===== src/rtl/spi_px_master_if.sv =====
// Pixel-side handshake and SPI pin bundle for spi_px_master.
// Signals keep their pin-level names. The master modport is the view from
// inside the SPI initiator. The slave modport is the view from the pixel
// source and the SPI responder.
interface spi_px_master_if #(
    parameter int PX_BITS = 24
);
    logic [PX_BITS-1:0] tx_px_i;
    logic               tx_valid_i;
    logic               tx_ready_o;
    logic [PX_BITS-1:0] rx_px_o;
    logic               rx_valid_o;
    logic               busy_o;
    logic               spi_sck_o;
    logic               spi_cs_o;
    logic               spi_sdo_o;
    logic               spi_sdi_i;
    logic [2:0]         dbg_state_o;

    modport master (
        input  tx_px_i, tx_valid_i, spi_sdi_i,
        output tx_ready_o, rx_px_o, rx_valid_o, busy_o,
               spi_sck_o, spi_cs_o, spi_sdo_o, dbg_state_o
    );

    modport slave (
        output tx_px_i, tx_valid_i, spi_sdi_i,
        input  tx_ready_o, rx_px_o, rx_valid_o, busy_o,
               spi_sck_o, spi_cs_o, spi_sdo_o, dbg_state_o
    );
endinterface


===== src/rtl/spi_px_master.sv =====
// SPI initiator for the pixel responder: mode 0, MSB first, full duplex.
// Each frame sends one pixel on MOSI and captures one pixel from MISO.
//
// Handshake: a pixel is accepted on a rising edge where tx_valid_i and
// tx_ready_o are both high. tx_ready_o is high only in IDLE. The source
// must hold tx_px_i stable until it is accepted. rx_valid_o is a one-cycle
// pulse with no back-pressure. rx_px_o keeps its value until the next
// frame completes.
//
// SCK and CS are decoded from registered state, so a reset takes them to
// idle immediately.
module spi_px_master #(
    parameter int PX_BITS  = 24,
    parameter int CLK_DIV  = 4,
    parameter int CS_SETUP = 2,
    parameter int CS_HOLD  = 2
) (
    input  logic              clk_i,
    input  logic              nreset_i,
    spi_px_master_if.master   bus
);

    // A single phase counter serves SETUP, SHIFT (one full SCK period), HOLD and GAP.
    localparam int CNT_MAX0 = (2 * CLK_DIV > CS_SETUP) ? 2 * CLK_DIV : CS_SETUP;
    localparam int CNT_MAX  = (CNT_MAX0 > CS_HOLD) ? CNT_MAX0 : CS_HOLD;
    localparam int CNT_W    = (CNT_MAX > 1) ? $clog2(CNT_MAX) : 1;
    localparam int BIT_W    = $clog2(PX_BITS + 1);

    localparam logic [CNT_W-1:0] SETUP_LAST = CNT_W'(CS_SETUP - 1);
    localparam logic [CNT_W-1:0] HOLD_LAST  = CNT_W'(CS_HOLD - 1);
    localparam logic [CNT_W-1:0] BIT_LAST   = CNT_W'(2 * CLK_DIV - 1);
    localparam logic [CNT_W-1:0] SCK_HIGH   = CNT_W'(CLK_DIV);
    localparam logic [BIT_W-1:0] BITS_FULL  = BIT_W'(PX_BITS);
    localparam logic [BIT_W-1:0] BITS_ONE   = BIT_W'(1);

    typedef enum logic [2:0] {
        S_IDLE  = 3'd0,
        S_SETUP = 3'd1,
        S_SHIFT = 3'd2,
        S_HOLD  = 3'd3,
        S_GAP   = 3'd4
    } state_t;

    state_t             state_q, state_d;
    logic [CNT_W-1:0]   cnt_q, cnt_d;
    logic [BIT_W-1:0]   bit_cnt_q;
    logic [PX_BITS-1:0] tx_sh_q;
    logic [PX_BITS-1:0] rx_sh_q;
    logic [PX_BITS-1:0] rx_px_q;
    logic               rx_valid_q;
    logic               out_of_reset_q;

    logic               tx_ready;
    logic               load;
    logic               shift;
    logic               finish;
    logic               cs_active;

    // tx_ready is held low during reset and rises on the first cycle after release.
    assign tx_ready = out_of_reset_q && (state_q == S_IDLE);

    // State register.
    always_ff @(posedge clk_i or negedge nreset_i) begin
        if (!nreset_i) begin
            state_q <= S_IDLE;
        end else begin
            state_q <= state_d;
        end
    end

    // Next-state logic and per-cycle strobes for the datapath.
    always_comb begin
        state_d = state_q;
        cnt_d   = cnt_q;
        load    = 1'b0;
        shift   = 1'b0;
        finish  = 1'b0;
        case (state_q)
            S_IDLE: begin
                if (tx_ready && bus.tx_valid_i) begin
                    load    = 1'b1;
                    cnt_d   = '0;
                    state_d = S_SETUP;
                end
            end
            S_SETUP: begin
                if (cnt_q == SETUP_LAST) begin
                    cnt_d   = '0;
                    state_d = S_SHIFT;
                end else begin
                    cnt_d = cnt_q + 1'b1;
                end
            end
            S_SHIFT: begin
                // Last cycle of the high phase: sample MISO, then SCK falls.
                if (cnt_q == BIT_LAST) begin
                    shift = 1'b1;
                    cnt_d = '0;
                    if (bit_cnt_q == BITS_ONE) begin
                        state_d = S_HOLD;
                    end
                end else begin
                    cnt_d = cnt_q + 1'b1;
                end
            end
            S_HOLD: begin
                if (cnt_q == HOLD_LAST) begin
                    finish  = 1'b1;
                    cnt_d   = '0;
                    state_d = S_GAP;
                end else begin
                    cnt_d = cnt_q + 1'b1;
                end
            end
            S_GAP: begin
                if (cnt_q == HOLD_LAST) begin
                    cnt_d   = '0;
                    state_d = S_IDLE;
                end else begin
                    cnt_d = cnt_q + 1'b1;
                end
            end
            default: begin
                cnt_d   = '0;
                state_d = S_IDLE;
            end
        endcase
    end

    // Datapath: phase counter, shift registers and the received-pixel register.
    always_ff @(posedge clk_i or negedge nreset_i) begin
        if (!nreset_i) begin
            cnt_q          <= '0;
            bit_cnt_q      <= '0;
            tx_sh_q        <= '0;
            rx_sh_q        <= '0;
            rx_px_q        <= '0;
            rx_valid_q     <= 1'b0;
            out_of_reset_q <= 1'b0;
        end else begin
            out_of_reset_q <= 1'b1;
            cnt_q          <= cnt_d;
            rx_valid_q     <= finish;
            if (load) begin
                tx_sh_q   <= bus.tx_px_i;
                rx_sh_q   <= '0;
                bit_cnt_q <= BITS_FULL;
            end else if (shift) begin
                tx_sh_q   <= {tx_sh_q[PX_BITS-2:0], 1'b0};
                rx_sh_q   <= {rx_sh_q[PX_BITS-2:0], bus.spi_sdi_i};
                bit_cnt_q <= bit_cnt_q - 1'b1;
            end
            if (finish) begin
                rx_px_q <= rx_sh_q;
            end
        end
    end

    // CS is low across SETUP, SHIFT and HOLD.
    always_comb begin
        cs_active = (state_q == S_SETUP) || (state_q == S_SHIFT) || (state_q == S_HOLD);
    end

    assign bus.tx_ready_o  = tx_ready;
    assign bus.rx_px_o     = rx_px_q;
    assign bus.rx_valid_o  = rx_valid_q;
    assign bus.busy_o      = (state_q != S_IDLE);
    assign bus.spi_cs_o    = ~cs_active;
    assign bus.spi_sck_o   = (state_q == S_SHIFT) && (cnt_q >= SCK_HIGH);
    assign bus.spi_sdo_o   = cs_active & tx_sh_q[PX_BITS-1];
    assign bus.dbg_state_o = state_q;

endmodule


===== src/flat_wrapper.sv =====
// flat-port wrapper written by rule: the top's interface ports become plain ports
module spi_px_master_flat 
#(
    parameter int PX_BITS  = 24,
    parameter int CLK_DIV  = 4,
    parameter int CS_SETUP = 2,
    parameter int CS_HOLD  = 2
)
  (clk_i, nreset_i, bus_tx_px_i, bus_tx_valid_i, bus_spi_sdi_i, bus_tx_ready_o, bus_rx_px_o, bus_rx_valid_o, bus_busy_o, bus_spi_sck_o, bus_spi_cs_o, bus_spi_sdo_o, bus_dbg_state_o);
  spi_px_master_if #(.PX_BITS(PX_BITS)) bus_i ();
  input  logic clk_i;
  input  logic nreset_i;
  input wire logic [$bits(bus_i.tx_px_i)-1:0] bus_tx_px_i;
  input wire logic [$bits(bus_i.tx_valid_i)-1:0] bus_tx_valid_i;
  input wire logic [$bits(bus_i.spi_sdi_i)-1:0] bus_spi_sdi_i;
  output wire logic [$bits(bus_i.tx_ready_o)-1:0] bus_tx_ready_o;
  output wire logic [$bits(bus_i.rx_px_o)-1:0] bus_rx_px_o;
  output wire logic [$bits(bus_i.rx_valid_o)-1:0] bus_rx_valid_o;
  output wire logic [$bits(bus_i.busy_o)-1:0] bus_busy_o;
  output wire logic [$bits(bus_i.spi_sck_o)-1:0] bus_spi_sck_o;
  output wire logic [$bits(bus_i.spi_cs_o)-1:0] bus_spi_cs_o;
  output wire logic [$bits(bus_i.spi_sdo_o)-1:0] bus_spi_sdo_o;
  output wire logic [$bits(bus_i.dbg_state_o)-1:0] bus_dbg_state_o;
  assign bus_i.tx_px_i = bus_tx_px_i;
  assign bus_i.tx_valid_i = bus_tx_valid_i;
  assign bus_i.spi_sdi_i = bus_spi_sdi_i;
  assign bus_tx_ready_o = bus_i.tx_ready_o;
  assign bus_rx_px_o = bus_i.rx_px_o;
  assign bus_rx_valid_o = bus_i.rx_valid_o;
  assign bus_busy_o = bus_i.busy_o;
  assign bus_spi_sck_o = bus_i.spi_sck_o;
  assign bus_spi_cs_o = bus_i.spi_cs_o;
  assign bus_spi_sdo_o = bus_i.spi_sdo_o;
  assign bus_dbg_state_o = bus_i.dbg_state_o;
  spi_px_master #(.PX_BITS(PX_BITS), .CLK_DIV(CLK_DIV), .CS_SETUP(CS_SETUP), .CS_HOLD(CS_HOLD)) u_core (.clk_i(clk_i), .nreset_i(nreset_i), .bus(bus_i));
endmodule

===== config.mk =====
export PLATFORM = sky130hd
export DESIGN_NAME = spi_px_master_flat
export DESIGN_NICKNAME = d
export VERILOG_FILES = /design/src/rtl/spi_px_master_if.sv /design/src/rtl/spi_px_master.sv /design/src/flat_wrapper.sv
export SDC_FILE = /design/constraint.sdc
export NUM_CORES = 1
export LEC_CHECK = 0
export BUFFER_PORTS_ARGS = -buffer_cell sky130_fd_sc_hd__buf_2
export CORE_MARGIN = 4
export CORE_UTILIZATION = 45
export CTS_CLUSTER_SIZE = 14
export DETAILED_ROUTE_END_ITERATION = 16
export PLACE_DENSITY_LB_ADDON = 0.15
export REMOVE_ABC_BUFFERS = 1
export SYNTH_ARGS = -nofsm -noshare
export SYNTH_HDL_FRONTEND = slang
export SYNTH_SLANG_ARGS = --single-unit

===== constraint.sdc =====
create_clock -name clk_i -period 2 [get_ports clk_i]
set_input_delay 0.1 -clock clk_i [delete_from_list [all_inputs] [get_ports clk_i]]
set_output_delay 0.1 -clock clk_i [all_outputs]
set_load 0.005 [all_outputs]

======== Word-level counts from Yosys, hierarchy flattened ========
Index checks and enable logic that the tools add are counted.
word-level totals
  output and inout bits ................... 33
  register bits ........................... 85
operators by class
  add/sub/neg operators ................... 2
  reductions and logical operators ........ 10
  $lt $le $gt $ge ......................... 1
  eq/ne operators ......................... 13
  muxes and demuxes ....................... 23
  bitwise gates (word level) .............. 2
operator list
  cell                                                       count
  2-to-1 mux 24 bit                                          4
  2-to-1 mux 3 bit                                           9
  case mux 3 bit (5 select lines)                            1
  2-to-1 mux 5 bit                                           2
  != test 2 x 1 -> 1 bit (second input constant)             5
  case mux 3 bit (3 select lines)                            1
  equality test 3 x 1 -> 1 bit (second input constant)       2
  equality test 3 x 2 -> 1 bit (second input constant)       2
  equality test 3 bit (second input constant)                2
  2-to-1 mux 1 bit                                           6
  AND reduction 6 bit                                        1
  equality test 5 x 1 -> 1 bit (second input constant)       1
  subtractor 5 x 1 -> 5 bit (second input constant)          1
  adder 3 x 1 -> 3 bit (second input constant)               1
  greater-or-equal comparator 3 bit (second input constant)  1
  logical AND 1 bit                                          3
  logical NOT 3 bit                                          1
  nonzero test 3 bit                                         1
  OR reduction 3 bit                                         1
  logical OR 1 bit                                           2
  != test 2 bit (second input constant)                      1
  nonzero test 2 bit                                         1
  bitwise AND 1 bit                                          1
  inverter 1 bit                                             1

======== Longest topological paths before layout ========
Gate-level depths: netlist of run 1.
  depth after elaboration ................. 6
  mapped depth ............................ 8

======== Least setup slack after synthesis of run 1 ========
No wires, ideal clock.
  kind .................................... register -> register
  from .................................... register u_core.cnt_q[0]
  to ...................................... register u_core.state_q[0], in the netlist u_core.bus.dbg_state_o[0]
  path buffers ............................ 0
  arrival ................................. 1.584 ns
  setup time .............................. 0.121 ns
  stages on the path, launching flop included .. 6
  path slack .............................. 0.295 ns
  clock period less this slack ............ 1.705 ns
  cells stage by stage .................... dfrtp_1 ha_1 ha_1 or4b_1 and3_1 a22o_1
on the way
  word-level cells in the longest chain between the ends .. 3
RTL lines
  what                                                                        RTL line              RTL
  start: declaration                                                          spi_px_master.sv:45   logic [CNT_W-1:0] cnt_q, cnt_d;
  start signal: assignment                                                    spi_px_master.sv:142  cnt_q <= cnt_d;
  equality test 3 x 1 -> 1 bit / equality test 3 bit (equally long branches)  n/a
  != test 2 x 1 -> 1 bit (no source line)                                     n/a
  AND reduction 6 bit (no source line) *                                      n/a
  end signal: assignment                                                      spi_px_master.sv:67   state_q <= state_d;
  end: declaration                                                            spi_px_master.sv:44   state_t state_q, state_d;
Mark *: on every way between the ends. The rest lies on a longest branch, timed or not.
A chain may end at the register's enable or synchronous reset.

======== Worst setup path after layout of run 1 ========
Ends and elaborated chain as after synthesis.

==> flow_summary.toml, run 1 <==
[yosys]
synth_edf_count = 0
syn-cell-area_mm2 = 0.00359
synth.distinct_cells = 41
ys_warn_count = 0
synth_ff_type = "dfrtp_1"
synth-seq-cells = 85
synth_area_per_cell_um2 = 10.9
netlist_instances = 329
synth_seq_area_share = 0.592
async_flop_share = 1.00

[clocking]
ctsHtreeMaxLevel = 3
cts.clk_slew.worst_paths_ns = 0.08
cts_resized = 0
numCtsBuffers = 9
worstSkewPairLatency_ns = 0.35
clkSinkCount = 85
cts_tree = "built"
clk_path_buf_depth = 2
cts_root_buf = "clkbuf_8"

[route]
routed_via_density = 5.07
wire_per_inst_um = 13.5
ant_nets = 0
drc_errors = 0
drt_iter0_drc = 115
vias = 2646
first_pass_iters = 4
routed_wl_um = 7060

[worst_setup_path]
path_cells = "ha_1 > ha_1 > or4b_1 > and3_1 > a22o_1"
cp_max_fo = 4
path_class = "register to register"
start_kind = "register"
max_stage_delay_ns = 0.47
cp_data_arrival_time_ns = 2.07
crit_slowest_cell = "or4b_1"
worstPathRequired_ns = 2.24
reg2regPathDepth = 5
end_kind = "register"
reg2reg_slack_ns = 0.17
crit_top_cell = "ha_1"

[floorplan]
start_util = 0.465
num_io_pins = 61
coreArea_mm2 = 0.00773
fp.dieW_um = 97.3
num_rows = 32
die-area_mm2 = 0.00947
die_y_um = 97.3

[final_layout]
drive_gt1_frac = 0.229
post-route-util = 0.579
nets = 448
area_growth_syn_to_layout_pct = 24.7
diodes = 0
fin_area_mm2 = 0.00448

[timing]
rsz0062_at_grt = "false"
hold_viol = 0
max_freq_mhz = 547
tns_ns = 0
finClkSkew_ns = 0.00811
final.period_utilization = 0.915
setup_viol = 0
min_period_ns = 1.83
holdWs_ns = 0.140
drv_slew = 0

[power_and_ir_drop]
peakVddDrop_uv = 561
p_per_area_mw_per_mm2 = 1140
power_leakage_uw = 0.00227

[outcome]
status = "complete, no violations"

[place]
place_hpwl_um = 4530
gp_congestion = 0.744
port_buffers = 60
placed_area_mm2 = 0.00400

[hold_path]
hold_path.class = "input pin to register"
whs_path_depth = 4

[grt]
grt_pass1_wl_um = 12600
grt_pass1_vias = 2699
antenna_found_initial = 0
grtUsageTotal = 0.160
grt_overflow = 0
grt_max_degree = 57

[job]
maxCapViolCount = 0
[registers in the layout (all words and copies together), names as in the netlist]
name	flops
u_core.bus.dbg_state_o	3
u_core.out_of_reset_q	1
u_core.bus.rx_px_o	24
u_core.rx_sh_q	24
u_core.cnt_q	3
u_core.bus.rx_valid_o	1
u_core.tx_sh_q	24
u_core.bit_cnt_q	5
[path summary, 6_finish.rpt]
| kind | start | to |
|---|---|---|
| max | u_core.cnt_q[0] | u_core.bus.dbg_state_o[0] |
| min | bus_tx_valid_i | u_core.cnt_q[0] |
| max reg2reg | u_core.cnt_q[0] | u_core.bus.dbg_state_o[0] |
| min reg2reg | u_core.tx_sh_q[4] | u_core.tx_sh_q[4] |
| max in group asynchronous | nreset_i | u_core.tx_sh_q[20] |
| min in group asynchronous | nreset_i | u_core.bus.rx_px_o[8] |
[what timing repair did]
item,CTS,global route
hold buffers,26,0
setup buffers,0,0
endpoints found under the hold margin,54,0
[final cells by class]
type / count / area [um2]
repair buffers: 94 / 661
clock buffers: 11 / 131
multi-input cells: 218 / 1320
inverters: 7 / 26.3
fillers: 676 / 3250
flip-flops and latches: 85 / 2130
well taps: 102 / 128
clock inverters: 5 / 83.8
[Yosys cell counts, types with 2 or more instances]
master / n / share of area
a21oi_1: 25 / 0.035
a22o_1: 3 / 0.0073
a22oi_1: 23 / 0.048
buf_2: 11 / 0.015
buf_4: 3 / 0.0063
buf_6: 3 / 0.0094
clkbuf_1: 2 / 0.0021
dfrtp_1: 85 / 0.59
ha_1: 5 / 0.017
inv_1: 6 / 0.0063
mux2_1: 18 / 0.056
mux2_2: 6 / 0.019
mux2i_1: 2 / 0.0056
nand2_1: 101 / 0.11
nor2_1: 8 / 0.0084
o21ai_1: 2 / 0.0028
xor2_1: 2 / 0.0049
[routing by layer]
metal | part of all wire | GRT usage | vias to the layer above | wire (um)
li1 | - | - | 1280 | -
met1 | 0.46 | 0.206 | 1285 | 3220
met2 | 0.48 | 0.263 | 74 | 3360
met3 | 0.057 | 0.0481 | 7 | 400
met4 | 0.012 | 0.0479 | 0 | 84
met5 | 0 | 0 | - | 0
[critical path, delay by kind of cell (launching register included)]
| kind | cells | cell delay, ns |
|---|---|---|
| adder cells (fa/ha/maj) | 2 | 0.43 |
| AND/OR/NAND/NOR | 2 | 0.70 |
| AO/OA/AOI/OAI | 1 | 0.18 |
| flip-flops | 1 | 0.41 |
[placed cells by master, fill, tap and decap left out, types with 3 or more instances in the layout]
cell	Yosys	final
nand2_1	101	101
dfrtp_1	85	85
buf_2	11	59
dlygate4sd3_1	0	26
a21oi_1	25	25
a22oi_1	23	23
mux2_1	18	18
clkbuf_8	0	9
nor2_1	8	8
inv_1	6	6
mux2_2	6	6
buf_4	3	6
ha_1	5	5
a22o_1	3	3
buf_12	0	3
[power by group]
group          total [uW]  switching [uW]  internal [uW]  leakage, uW
clock network        1310             603            711     0.000105
logic                1280             643            642      0.00104
registers            2500             314           2190      0.00113
[logic make-up (layout without fill, tap and decap cells)]
group,after synthesis,in the layout,share of synthesized area
DFF,85,85,0.592
and+or+nand+nor,126,126,0.154
other,1,1,0.00104
adders and majority gates,5,5,0.0174
buffers and inverters,26,117,0.0404
AOI/OAI and AO/OA,57,57,0.106
muxes,26,26,0.0808
xor gates and xnor gates,3,3,0.00732
[stage by stage]
| step | std cells | total power (uW) | setup WS [ns] |
|---|---|---|---|
| finish | 522 | 5100 | 0.171 |
| global route | 522 | 5480 | 0.0118 |
| CTS | 522 | 5170 | 0.160 |
| detailed placement | 480 | 3800 | 0.174 |
| global placement | 480 | 3760 | 0.253 |
| floorplan | 310 | 3210 | -0.431 |
(Power assumes the default switching activity.)
==> inputs of run 2 (changes only) <==
Settings changed: RECOVER_POWER set to 50.
==> run 2 against run 1 <==
Net effect: sequential share of layout area grew 0.23 points; power shrank 0.21%; non-clock buffer count is the same; sequential power is essentially flat; flip-flop and latch count is the same; largest cell class unchanged; largest power group unchanged.
==> flow_summary.toml, run 2 (synthesis results as in run 1) <==
[final_layout]
most-common-layout-cells = "nand2_1, dfrtp_1, buf_2"
drive_gt1_frac = 0.217
nets = 448
final_cells = 522
final_common_cell = "nand2_1"
area_growth_syn_to_layout_pct = 24.1
fillers = 680
diodes = 0
post-route-util = 0.577

[hold_path]
hold_path.class = "input pin to register"

[worst_setup_path]
cp_max_fo = 4
start_kind = "register"
max_stage_delay_ns = 0.47
crit_family = "simple AND/OR/NAND/NOR gates"
cp_data_arrival_time_ns = 2.07
worstPathRequired_ns = 2.24
path_cells = "ha_1 > ha_1 > or4b_1 > and3_1 > a22o_1"
crit_slowest_cell = "or4b_1"
crit_top_cell = "ha_1"
reg2reg_slack_ns = 0.17
crit_buf_inv = 0
end_kind = "register"
path_class = "register to register"

[clocking]
numCtsBuffers = 9
cts_tree = "built"
worstSkewPairLatency_ns = 0.35
cts.clk_slew.worst_paths_ns = 0.08
post_cts_buffers = 0
cts_root_buf = "clkbuf_8"
ctsHtreeMaxLevel = 3
hold_buffers = 26
cts_resized = 0
clkSinkCount = 85
clk_path_buf_depth = 2

[power_and_ir_drop]
power_leakage_uw = 0.00225
pwr-share-seq = 0.492
p_sw_uw = 1560
p_per_area_mw_per_mm2 = 1140
swShare = 0.307
p_comb_frac = 0.250
clkPwrFrac = 0.258
power.internal_uw = 3530
peakVddDrop_uv = 561

[route]
vias = 2643
ant_nets = 0
routed_via_density = 5.06
drt_iter0_drc = 116
first_pass_iters = 4
drc_errors = 0
wire_per_inst_um = 13.5
routed_wl_um = 7070

[timing]
final.period_utilization = 0.915
tightest_slew_ns = 0.752
max_freq_mhz = 546
rsz0062_at_grt = "false"
min_period_ns = 1.83
tns_ns = 0
finClkSkew_ns = 0.00918
drv_slew = 0
setup_viol = 0
maxSlewHeadroom = 0.499
fin_ws_ns = 0.169
hold_viol = 0
holdWs_ns = 0.141

[floorplan]
die-area_mm2 = 0.00947
coreArea_mm2 = 0.00773
start_util = 0.465
num_rows = 32
die_y_um = 97.3
fp.dieW_um = 97.3
num_io_pins = 61

[place]
gp_congestion = 0.744
place_hpwl_um = 4530
post-place-ws_ns = 0.174
dp_cells = 480
port_buffers = 60

[job]
maxCapViolCount = 0

[grt]
grt_max_degree = 57
grt_overflow = 0
grt_pass1_wl_um = 12600
antenna_found_initial = 0
grtUsageTotal = 0.160
grt_pass1_vias = 2699

[outcome]
status = "complete, no violations"
[run 2: worst register-to-register path, cell delays in order, from the launching register on]
cell	delay, ns
dfrtp_1	0.42
ha_1	0.21
ha_1	0.22
or4b_1	0.47
and3_1	0.23
a22o_1	0.18
[run 2: per-stage QoR]
step	area (um2)	power, uW
final	4460	5090
after global routing	4460	5470
after CTS	4480	5170
after detailed placement	4000	3800
after global placement	4000	3760
after floorplan	3470	3210
[run 2: path summary, 6_finish.rpt]
check	startpoint	to	cells past startpoint
worst max-delay path	u_core.cnt_q[0]	u_core.bus.dbg_state_o[0]	5
worst min-delay path	bus_tx_valid_i	u_core.cnt_q[0]	4
worst max register to register	u_core.cnt_q[0]	u_core.bus.dbg_state_o[0]	5
worst min register to register	u_core.tx_sh_q[3]	u_core.tx_sh_q[3]	2
max in group asynchronous	nreset_i	u_core.tx_sh_q[20]	3
min in group asynchronous	nreset_i	u_core.bus.rx_px_o[8]	2
[run 2: power by group through the flow]
stage               clock network [uW]  registers [uW]  logic (uW)
floorplan                            0            2490         724
global placement                     0            2520        1240
detailed placement                   0            2530        1270
CTS                               1360            2500        1310
global route                      1430            2570        1470
finish                            1310            2500        1270
[run 2: area by class of cell]
cell class	count	area [um2]	share of cell area
inverter	7	26.3	0.00590
clock buffer	11	131	0.0295
timing repair buffer	94	639	0.143
clock inverter	5	83.8	0.0188
sequential	85	2130	0.477
tap	102	128	0.0286
multi-input combinational	218	1320	0.296
[run 2: routing by layer]
metal  up-vias  part of all wire  track usage
met4         0             0.012       0.0479
li1       1281                 -            -
met2        56              0.48        0.263
met1      1299              0.46        0.206
met5         -                 0            0
met3         7             0.051       0.0481
